**config.mk**
```make
export PLATFORM = sky130hd
export DESIGN_NAME = nexys_starship_repair
export DESIGN_NICKNAME = d
export VERILOG_FILES = /design/src/rtl/nexys_starship_repair.sv
export SDC_FILE = /design/constraint.sdc
export NUM_CORES = 1
export LEC_CHECK = 0
export CAP_MARGIN = 20
export CORE_MARGIN = 4
export CORE_UTILIZATION = 30
export CTS_BUF_LIST = sky130_fd_sc_hd__clkbuf_8 sky130_fd_sc_hd__clkbuf_16
export CTS_CLUSTER_DIAMETER = 30
export CTS_CLUSTER_SIZE = 12
export DETAILED_ROUTE_END_ITERATION = 10
export PLACE_DENSITY = 0.48
export REMOVE_ABC_BUFFERS = 1
export SYNTH_ARGS = -nofsm -noshare
export SYNTH_HDL_FRONTEND = slang
export SYNTH_SLANG_ARGS = --single-unit
export TNS_END_PERCENT = 5
```
**constraint.sdc**
```tcl
create_clock -name Clk -period 2.7 [get_ports Clk]
set_input_delay 0.54 -clock Clk [delete_from_list [all_inputs] [get_ports Clk]]
set_output_delay 0.54 -clock Clk [all_outputs]
set_load 0.005 [all_outputs]
```
**src/rtl/nexys_starship_repair.sv**
```systemverilog
// nexys_starship_repair: per-side repair-code responder with LFSR codes,
// side selection, code submission and a wrong-entry lockout.
module nexys_starship_repair #(
    parameter logic [15:0] LFSR_SEED      = 16'hACE1,
    parameter int          MAX_WRONG      = 3,
    parameter int          LOCKOUT_CYCLES = 100_000_000
) (
    input  logic       Clk,
    input  logic       Reset,
    input  logic       play_flag,
    input  logic       game_over,
    input  logic [3:0] broken,
    input  logic [3:0] sel_pulse,
    input  logic       submit_pulse,
    input  logic [3:0] combo_in,
    output logic [3:0] repair_done,
    output logic [1:0] sel_side,
    output logic [3:0] code_out,
    output logic       code_valid,
    output logic       locked,
    output logic [1:0] wrong_count
);
    localparam int CW = $clog2(LOCKOUT_CYCLES + 1);

    typedef enum logic [1:0] {WORKING, BROKEN, REARM} side_t;

    side_t         state_q [4];
    side_t         state_d [4];
    logic [3:0]    code_q  [4];
    logic [3:0]    code_d  [4];
    logic [15:0]   lfsr_q, lfsr_d;
    logic [1:0]    sel_q, sel_d;
    logic [1:0]    wrong_q, wrong_d;
    logic          locked_q, locked_d;
    logic [CW-1:0] cnt_q, cnt_d;
    logic [3:0]    done_q, done_d;
    logic          hold, take;

    always_ff @(posedge Clk) begin
        if (Reset) begin
            state_q  <= '{default: WORKING};
            code_q   <= '{default: 4'h0};
            lfsr_q   <= LFSR_SEED;
            sel_q    <= '0;
            wrong_q  <= '0;
            locked_q <= 1'b0;
            cnt_q    <= '0;
            done_q   <= '0;
        end else begin
            state_q  <= state_d;
            code_q   <= code_d;
            lfsr_q   <= lfsr_d;
            sel_q    <= sel_d;
            wrong_q  <= wrong_d;
            locked_q <= locked_d;
            cnt_q    <= cnt_d;
            done_q   <= done_d;
        end
    end

    always_comb begin
        lfsr_d   = {1'b0, lfsr_q[15:1]} ^ (lfsr_q[0] ? 16'hB400 : 16'h0000);
        hold     = !play_flag || game_over;
        take     = submit_pulse && !locked_q && state_q[sel_q] == BROKEN;
        state_d  = state_q;
        code_d   = code_q;
        sel_d    = ~|sel_pulse ? sel_q :
                   sel_pulse[3] ? 2'd0 : sel_pulse[2] ? 2'd1 : sel_pulse[1] ? 2'd2 : 2'd3;
        wrong_d  = wrong_q;
        locked_d = locked_q;
        cnt_d    = cnt_q;
        done_d   = '0;
        // The counter is loaded with LOCKOUT_CYCLES-1 so locked spans exactly LOCKOUT_CYCLES cycles
        if (locked_q) begin
            cnt_d    = cnt_q - CW'(1);
            locked_d = cnt_q != '0;
        end
        for (int i = 0; i < 4; i++) begin
            if (state_q[i] == WORKING && broken[3-i]) begin
                state_d[i] = BROKEN;
                code_d[i]  = lfsr_q[15-4*i -: 4];
            end
            if (state_q[i] == REARM && !broken[3-i])
                state_d[i] = WORKING;
        end
        if (take) begin
            if (combo_in == code_q[sel_q]) begin
                state_d[sel_q] = REARM;
                done_d[~sel_q] = 1'b1;
                wrong_d        = '0;
            end else if (wrong_q == 2'(MAX_WRONG - 1)) begin
                wrong_d  = '0;
                locked_d = 1'b1;
                cnt_d    = CW'(LOCKOUT_CYCLES - 1);
            end else begin
                wrong_d = wrong_q + 2'd1;
            end
        end
        if (hold) begin
            state_d  = '{default: WORKING};
            code_d   = '{default: 4'h0};
            sel_d    = '0;
            wrong_d  = '0;
            locked_d = 1'b0;
            cnt_d    = '0;
            done_d   = '0;
        end
    end

    always_comb begin
        code_valid  = state_q[sel_q] == BROKEN;
        code_out    = code_valid ? code_q[sel_q] : 4'h0;
        repair_done = done_q;
        sel_side    = sel_q;
        locked      = locked_q;
        wrong_count = wrong_q;
    end
endmodule
```
== After elaboration in Yosys (flattened, before gate mapping) ==
Index checks and enable logic that the tools add are counted.
Widths: inputs -> output; s select.

* Word-level logic and storage cells: 97
* Register bits: 76
* Output and inout bits: 14

* Multiplexer cells: 35
* $lt $le $gt $ge: 4
* $add $sub $neg: 2
* Reduce and logical (&&, ||, !) cells: 27
* Bitwise logic cells: 8
* Eq/ne operators: 7

{| class="wikitable"
|+ Operators with widths
! cell !! count
|-
| $mux 27 || 4
|-
| $mux 2 || 15
|-
| $reduce_bool 27->1 || 1
|-
| $sub 27x1->27 const B || 1
|-
| $mux 16 || 1
|-
| $mux 8 || 2
|-
| $xor 15x16->16 || 1
|-
| $logic_and 1x1->1 || 12
|-
| $mux 4 || 3
|-
| $eq 2x2->1 const B || 5
|-
| $bmux 4 s2 || 1
|-
| $logic_not 2->1 || 4
|-
| $reduce_or 4->1 || 2
|-
| $logic_not 1->1 || 6
|-
| $mux 1 || 6
|-
| $and 4x4->4 || 1
|-
| $bmux 2 s2 || 1
|-
| $demux 2 s2 || 1
|-
| $eq 4x4->1 || 1
|-
| $not 4->4 || 1
|-
| $or 4x4->4 || 1
|-
| $ge 3x3->1 const B || 1
|-
| $lt 2x3->1 const B || 1
|-
| $lt 3x1->1 const B || 1
|-
| 9 further kinds || 10
|}

== Depth between registers and ports, before layout ==
Gate-level depths: netlist of run 1.

* Depth after elaboration: 9
* Depth in mapped cells: 7
* Depth with buffers taken out: 6

== Worst setup path after synthesis of run 1 ==
Ideal clock, no wire load.

* Path kind: reg2reg
* From: register sel_q[0] (netlist: sel_side[0])
* To: register state_q[6] (netlist bit)
* Required time: 2.581 ns
* Cell stages (with the launch flop): 7
* Slack: 0.540 ns
* Clock period less this slack: 2.160 ns
* Data arrival time: 2.041 ns
* Cell sequence: dfxtp_1 buf_2 buf_1 mux4_2 or2_1 or3_1 o221a_1

* Cells in the longest elaborated chain, start to end: 9

{| class="wikitable"
|+ RTL lines
! what !! RTL line !! source
|-
| start: declaration || 32 || <nowiki>logic [1:0] sel_q, sel_d;</nowiki>
|-
| start signal: assignment || 53 || <nowiki>sel_q <= sel_d;</nowiki>
|-
| $not 2->3 (implied by the code) * || 64, 87, 88 ||
|-
| $ge 3x3->1 (implied by the code) or $lt 3x1->1 (tied branches) || 88 || <nowiki>state_d[sel_q] = REARM;</nowiki>
|-
| $logic_and 1x1->1 (implied by the code) || 88 ||
|-
| $mux 2 (implied by the code) || 88 ||
|-
| $demux 2 s2 || 88 ||
|-
| $not 4->4 (no source line) || - ||
|-
| $and 4x4->4 (no source line) || - ||
|-
| $mux 8 || 87 || <nowiki>if (combo_in == code_q[sel_q]) begin</nowiki>
|-
| $mux 8 * || 86 || <nowiki>if (take) begin</nowiki>
|-
| end signal: assignment || 50 || <nowiki>state_q <= state_d;</nowiki>
|-
| end: declaration || 27 || <nowiki>side_t state_q [4];</nowiki>
|}

Every way passes the cells marked *; elsewhere a longest branch is shown, timed or not. The select of a mux whose other input is x is not followed.
A chain may end at the register's enable or synchronous reset.

== Worst setup path after layout of run 1 ==
* From: register state_q[1] (netlist bit)
* To: output port code_valid

* Cells in the longest elaborated chain, start to end: 4

{| class="wikitable"
|+ RTL lines
! what !! RTL line !! source
|-
| $bmux 2 s2 || 111 || <nowiki>code_valid = state_q[sel_q] == BROKEN;</nowiki>
|-
| $mux 2 (implied by the code) (2 in a row) || 111 ||
|-
| $eq 2x1->1 || 111 ||
|-
| end: declaration || 19 || <nowiki>output logic code_valid,</nowiki>
|}

No other way between the ends. The select of a mux whose other input is x is not followed.

==> reports/results.ini, run 1 <==
[layout]
antenna_cells=0
nNetsFinal=369
stdcell_area_um2=3862
drive_gt1_frac=0.1433
area_growth_pct=22.69

[global_route]
grt_max_degree=55
grt_util_all_layers=0.1219
grt_pass1_vias=2501
grt_pass1_wl_mm=12.26
overflow=0
antenna_found_initial=0

[synth]
synth_top_area_share=0.4833
syn_inst=320
synth_edf_count=0
ys_warn_count=0
syn_area_um2=3148
synthDistinctLibCells=43
synth_ff_type=dfxtp_1
synth_top_area_cell=dfxtp_1
synth_area_leaders=dfxtp_1 (48%), xnor2_1 (7.0%), mux2i_1 (5.1%)
synth_seq_area_share=0.4833
ys_seq_elements=76
synth-async-reset-ratio=0
syn_area_per_cell_um2=9.838

[die]
io_pins=31
dieArea_um2=12200
die_h_um=110.4
initial_core_util=0.3063
die_w_um=110.4
core_um2=10280
num_rows=37

[clock_network]
clk_path_buf_depth=2
cts_inserted_buffers=9
cts_tree=yes
cts_htree_levels=3
root_buffer=clkbuf_8
cts.sinks=76
cts.clk_slew.worst_paths_ps=90
clock_latency_ps=350
cts_hold_buf=0

[drt]
drt_wl_total_mm=6.944
vias_per_cell=4.778
post-route-drc-count=0
vias=2351
ant_nets=0
drt_first_pass_iters=5
first_iter_violations=102
wl_per_cell_um=14.11

[timing]
fin_setup_tns_ps=0
fin_crit_ps=2595
max_slew_margin=0.5986
hold_viol=0
worstMarginPinSlew_ps=602.2
slew_viol_final=0
setup_viol=0
fmax_ghz=0.3854
finClkSkew_ps=10.72
period_share=0.9610

[worst_setup_path]
worstSetupStartpointType=register
critPathRequiredTime_ps=2160
rrSetupSlack_ps=410
crit_path_max_fanout=6
crit_type=register to primary output
critPathArrivalTime_ps=2050
crit_path_end_kind=primary output

[power]
p_leak_nw=1.441
p_per_area_nw_per_um2=586.6
ir_drop_uv=279.7
p_total_mw=2.266

[hold_path]
worstHoldPathType=register to register

[place]
portBuffers=30
gp_congestion=0.7350
dp_hpwl_mm=4.854
placed_area_um2=3606

[outcome]
status=complete, no violations

[job]
maxCapViolCount=0

what timing repair did:
item                                    4_1_cts  5_1_grt
buffers inserted                              1        0
gates resized for setup                       1        8
endpoints found under the setup margin        4        4
cell type report:
class	count	area [um^2]
sequential	76	1523
multi-input combinational	221	1545
clock buffer	9	123.9
clock inverter	7	103.9
fill	1077	6415
timing repair buffer	40	385.4
inverter	3	11.26
tap	136	170.2
cells by family (layout without fill, tap and decap cells):
kind of cell               Yosys count  count (layout)  synth area share
buffers and inverters               23              59           0.02902
xor gates and xnor gates            32              32           0.08903
AOI/OAI and AO/OA                   37              37           0.06996
and+or+nand+nor                    130             130            0.2381
adders and majority gates            1               1          0.003974
muxes                               21              21           0.08664
DFF                                 76              76            0.4833
cells in the mapped netlist, types with 2 or more instances:
library cell	count
nor2b_1	19
buf_1	5
nand3_1	3
nand2_1	6
or3_1	2
clkbuf_1	11
nor3_1	21
buf_2	4
dfxtp_1	76
or4_1	5
nand4b_1	3
o21ai_0	6
o211a_1	3
or3b_2	2
nand2b_1	10
xor2_1	7
nor4_1	8
or2_2	7
nand4_1	3
xnor2_1	25
a21oi_1	22
or4_4	2
mux2i_1	16
nor2_1	29
mux4_2	5
inv_1	3
flip-flops by register name, summed over array words and instances, names as in the netlist:
register / count
code_q: 16
wrong_count: 2
cnt_q: 27
lfsr_q: 16
repair_done: 4
sel_side: 2
state_q: 8
locked: 1
worst paths after layout:
kind | startpoint | to | cells past startpoint
worst max register to register | state_q[1]$_SDFF_PP0_ | cnt_q[9]$_SDFF_PP0_ | 6
worst max-delay path | state_q[1]$_SDFF_PP0_ | code_valid | 4
worst min register to register | lfsr_q[1]$_SDFF_PP0_ | lfsr_q[0]$_SDFF_PP1_ | 1
worst min-delay path | lfsr_q[1]$_SDFF_PP0_ | lfsr_q[0]$_SDFF_PP1_ | 1
through the flow:
step | hold WS [ps] | instances | setup WS (ps) | util
2_1_floorplan | 416.8 | 300 | 423.2 | -
3_3_place_gp | 430.5 | 475 | 361.0 | 0.3509
3_5_place_dp | 434.2 | 475 | 313.7 | 0.3509
4_1_cts | 462.5 | 492 | 6.105 | 0.3739
5_1_grt | 485.0 | 492 | -4.933 | 0.3758
6_report | 456.2 | 492 | 105.3 | 0.3758
power breakdown:
group | switching (mW) | total (mW) | leakage (nW) | internal, mW
Clock | 0.452 | 0.987 | 0.115 | 0.535
Sequential | 0.0165 | 1.16 | 0.618 | 1.14
Combinational | 0.0536 | 0.118 | 0.708 | 0.0648
layout by cell type, fill, tap and decap left out, types with 8 or more instances in the layout:
cell type        Yosys  routed
clkbuf_8             0       9
nor3_1              21      21
dfxtp_1             76      75
nand2b_1            10      10
a21oi_1             22      22
nor4_1               8       8
mux2i_1             16      16
buf_4                0      10
xnor2_1             25      25
nor2b_1             19      15
clkdlybuf4s50_1      0      26
nor2_1              29      29
worst max-delay path, stage by stage (launching register included):
cell             delay (ps)
dfxtp_1                 320
nand2b_1                150
mux4_2                  590
inv_1                   130
clkdlybuf4s50_1         510
metal layers:
metal	track usage	part of all wire
met5	0	0
met4	0.05008	0.024
met3	0.02959	0.027
met2	0.2023	0.48
met1	0.1513	0.47
No activity file was read; power rests on OpenSTA's default activity.
==> run 2: changes to the inputs <==
--- a/config.mk
+++ b/config.mk
@@ -14,6 +14,7 @@
 export DETAILED_ROUTE_END_ITERATION = 10
 export PLACE_DENSITY = 0.48
 export REMOVE_ABC_BUFFERS = 1
+export SLEW_MARGIN = 20
 export SYNTH_ARGS = -nofsm -noshare
 export SYNTH_HDL_FRONTEND = slang
 export SYNTH_SLANG_ARGS = --single-unit
==> results of run 2 <==
The final DEF is identical to that of run 1; final timing and power are the same.
==> run 3: changes to the inputs <==
--- a/config.mk
+++ b/config.mk
@@ -6,13 +6,16 @@
 export NUM_CORES = 1
 export LEC_CHECK = 0
 export CAP_MARGIN = 20
+export CELL_PAD_IN_SITES_DETAIL_PLACEMENT = 0
+export CELL_PAD_IN_SITES_GLOBAL_PLACEMENT = 2
 export CORE_MARGIN = 4
 export CORE_UTILIZATION = 30
 export CTS_BUF_LIST = sky130_fd_sc_hd__clkbuf_8 sky130_fd_sc_hd__clkbuf_16
 export CTS_CLUSTER_DIAMETER = 30
 export CTS_CLUSTER_SIZE = 12
 export DETAILED_ROUTE_END_ITERATION = 10
-export PLACE_DENSITY = 0.48
+export GPL_ROUTABILITY_DRIVEN = 0
+export PLACE_DENSITY = 0.68
 export REMOVE_ABC_BUFFERS = 1
 export SLEW_MARGIN = 20
 export SYNTH_ARGS = -nofsm -noshare
==> reports/results.ini, run 3 (synthesized netlist as in run 1, its figures left out) <==
[layout]
antenna_cells=0
drive_gt1_frac=0.1500
nNetsFinal=373
area_growth_pct=23.77
seq_area_um2=1525
top_register=cnt_q
layout_common_cells=dfxtp_1 (73), clkdlybuf4s50_1 (30), nor2_1 (29)
largest_register_ffs=27
multi_input_area_um2=1538
fin_util=0.3791
mostFrequentLayoutCell=dfxtp_1
largest_registers=cnt_q: 27 flops, code_q: 16 flops, lfsr_q: 16 flops
fill_cells=1095

[hold_path]
worstHoldPathType=register to register

[job]
maxCapViolCount=0

[timing]
rsz0062_at_grt=no
finClkSkew_ps=10.38
max_slew_margin=0.5905
setup_viol=0
setup_ws_ps=114.9
fmax_ghz=0.3868
worstMarginPinSlew_ps=614.3
fin_crit_ps=2585
fin_setup_tns_ps=0
slew_viol_final=0
hold_viol=0
period_share=0.9575

[drt]
post-route-drc-count=0
drt_first_pass_iters=4
vias_per_cell=4.669
wl_per_cell_um=14.22
vias=2316
ant_nets=0
first_iter_violations=126
drt_wl_total_mm=7.055

[worst_setup_path]
crit_path_end_kind=primary output
worstSetupStartpointType=register
worstPathCellList=nand2b_1, mux4_2, nor2b_1, clkdlybuf4s50_1
crit_path_max_fanout=6
crit_type=register to primary output
critPathArrivalTime_ps=2050
crit_slowest_cell=mux4_2
slowest_delay_ps=560
critPathRequiredTime_ps=2160

[outcome]
status=complete, no violations

[clock_network]
cts_tree=yes
cts_htree_levels=3
cts.clk_slew.worst_paths_ps=80
cts.sinks=76
clock_latency_ps=350
root_buffer=clkbuf_8
clk_path_buf_depth=2
cts_hold_buf=0
cts_inserted_buffers=9

[die]
die_w_um=110.4
initial_core_util=0.3063
num_rows=37
core_um2=10280
dieArea_um2=12200
io_pins=31
die_h_um=110.4

[global_route]
grt_util_all_layers=0.1207
antenna_found_initial=0
overflow=0
grt_pass1_wl_mm=11.99
grt_pass1_vias=2390
grt_max_degree=55

[power]
p_per_area_nw_per_um2=603.9
sequentialPowerShare=0.493
p_sw_mw=0.5207
switching_share=0.2213
p_leak_nw=1.388
p_int_mw=1.832
power_frac_comb=0.052
ir_drop_uv=215.2
clkPwrFrac=0.455

[place]
dp_slack_ps=306.5
dp_hpwl_mm=4.807
portBuffers=30

run 3: changes by cell type in the layout (fill, tap and decap cells not counted):
cell	previous run	this run
buf_4	10	14
clkdlybuf4s50_1	26	30
dlymetal6s2s_1	4	0
nor2b_1	15	18
nor2b_2	4	1
clkinvlp_4	0	2
dfxtp_1	75	73
dfxtp_2	1	3
inv_6	4	2
bufinv_16	2	3
clkinv_4	1	0
run 3: what timing repair did:
item	in CTS	in global routing
buffers inserted	0	1
pin swaps	0	0
setup endpoints to repair	4	4
resized for setup	1	3
run 3: power groups by stage:
stage,logic (mW),registers [mW],clock network [mW]
2_1_floorplan,0.0660,1.18,0
3_3_place_gp,0.123,1.19,0
3_5_place_dp,0.123,1.19,0
4_1_cts,0.124,1.16,1.10
5_1_grt,0.136,1.16,1.16
6_report,0.123,1.16,1.07
run 3: through the flow:
step	hold WS, ps	power (mW)	cell area [um^2]	cells
6_report	457.0	2.353	3896	496
2_1_floorplan	416.8	1.247	3068	300
5_1_grt	474.5	2.460	3896	496
3_5_place_dp	448.3	1.310	3636	479
4_1_cts	459.1	2.390	3884	495
3_3_place_gp	438.6	1.310	3636	479
run 3: per-layer routing:
metal,up-vias,GRT usage,routed length [um]
li1,1192,-,-
met1,1085,0.1527,3388
met2,31,0.2002,3380
met3,8,0.03123,209
met4,0,0.03941,76
met5,-,0,0
run 3: cell type report:
cell class                      instances  share of cell area
Clock buffer                            9             0.03179
Timing Repair Buffer                   44              0.1040
Clock inverter                          7             0.03147
Inverter                                3            0.002890
Sequential cell                        76              0.3915
Tap cell                              136             0.04367
Multi-Input combinational cell        221              0.3947
run 3: critical path: cells and delay by family (launching register included):
family	cells	cell delay, ps
buffers and inverters	1	520
DFF	1	320
muxes	1	560
and+or+nand+nor	2	300
run 3: final timing paths:
path,startpoint,endpoint,slack [ps],cells after the start
worst max-delay path,state_q[1]$_SDFF_PP0_,code_out[3],110,4
worst min-delay path,lfsr_q[12]$_SDFF_PP0_,lfsr_q[11]$_SDFF_PP1_,460,1
worst max register to register,sel_side[0]$_SDFFE_PP0P_,state_q[6]$_SDFF_PP0_,480,5
worst min register to register,lfsr_q[12]$_SDFF_PP0_,lfsr_q[11]$_SDFF_PP1_,460,1
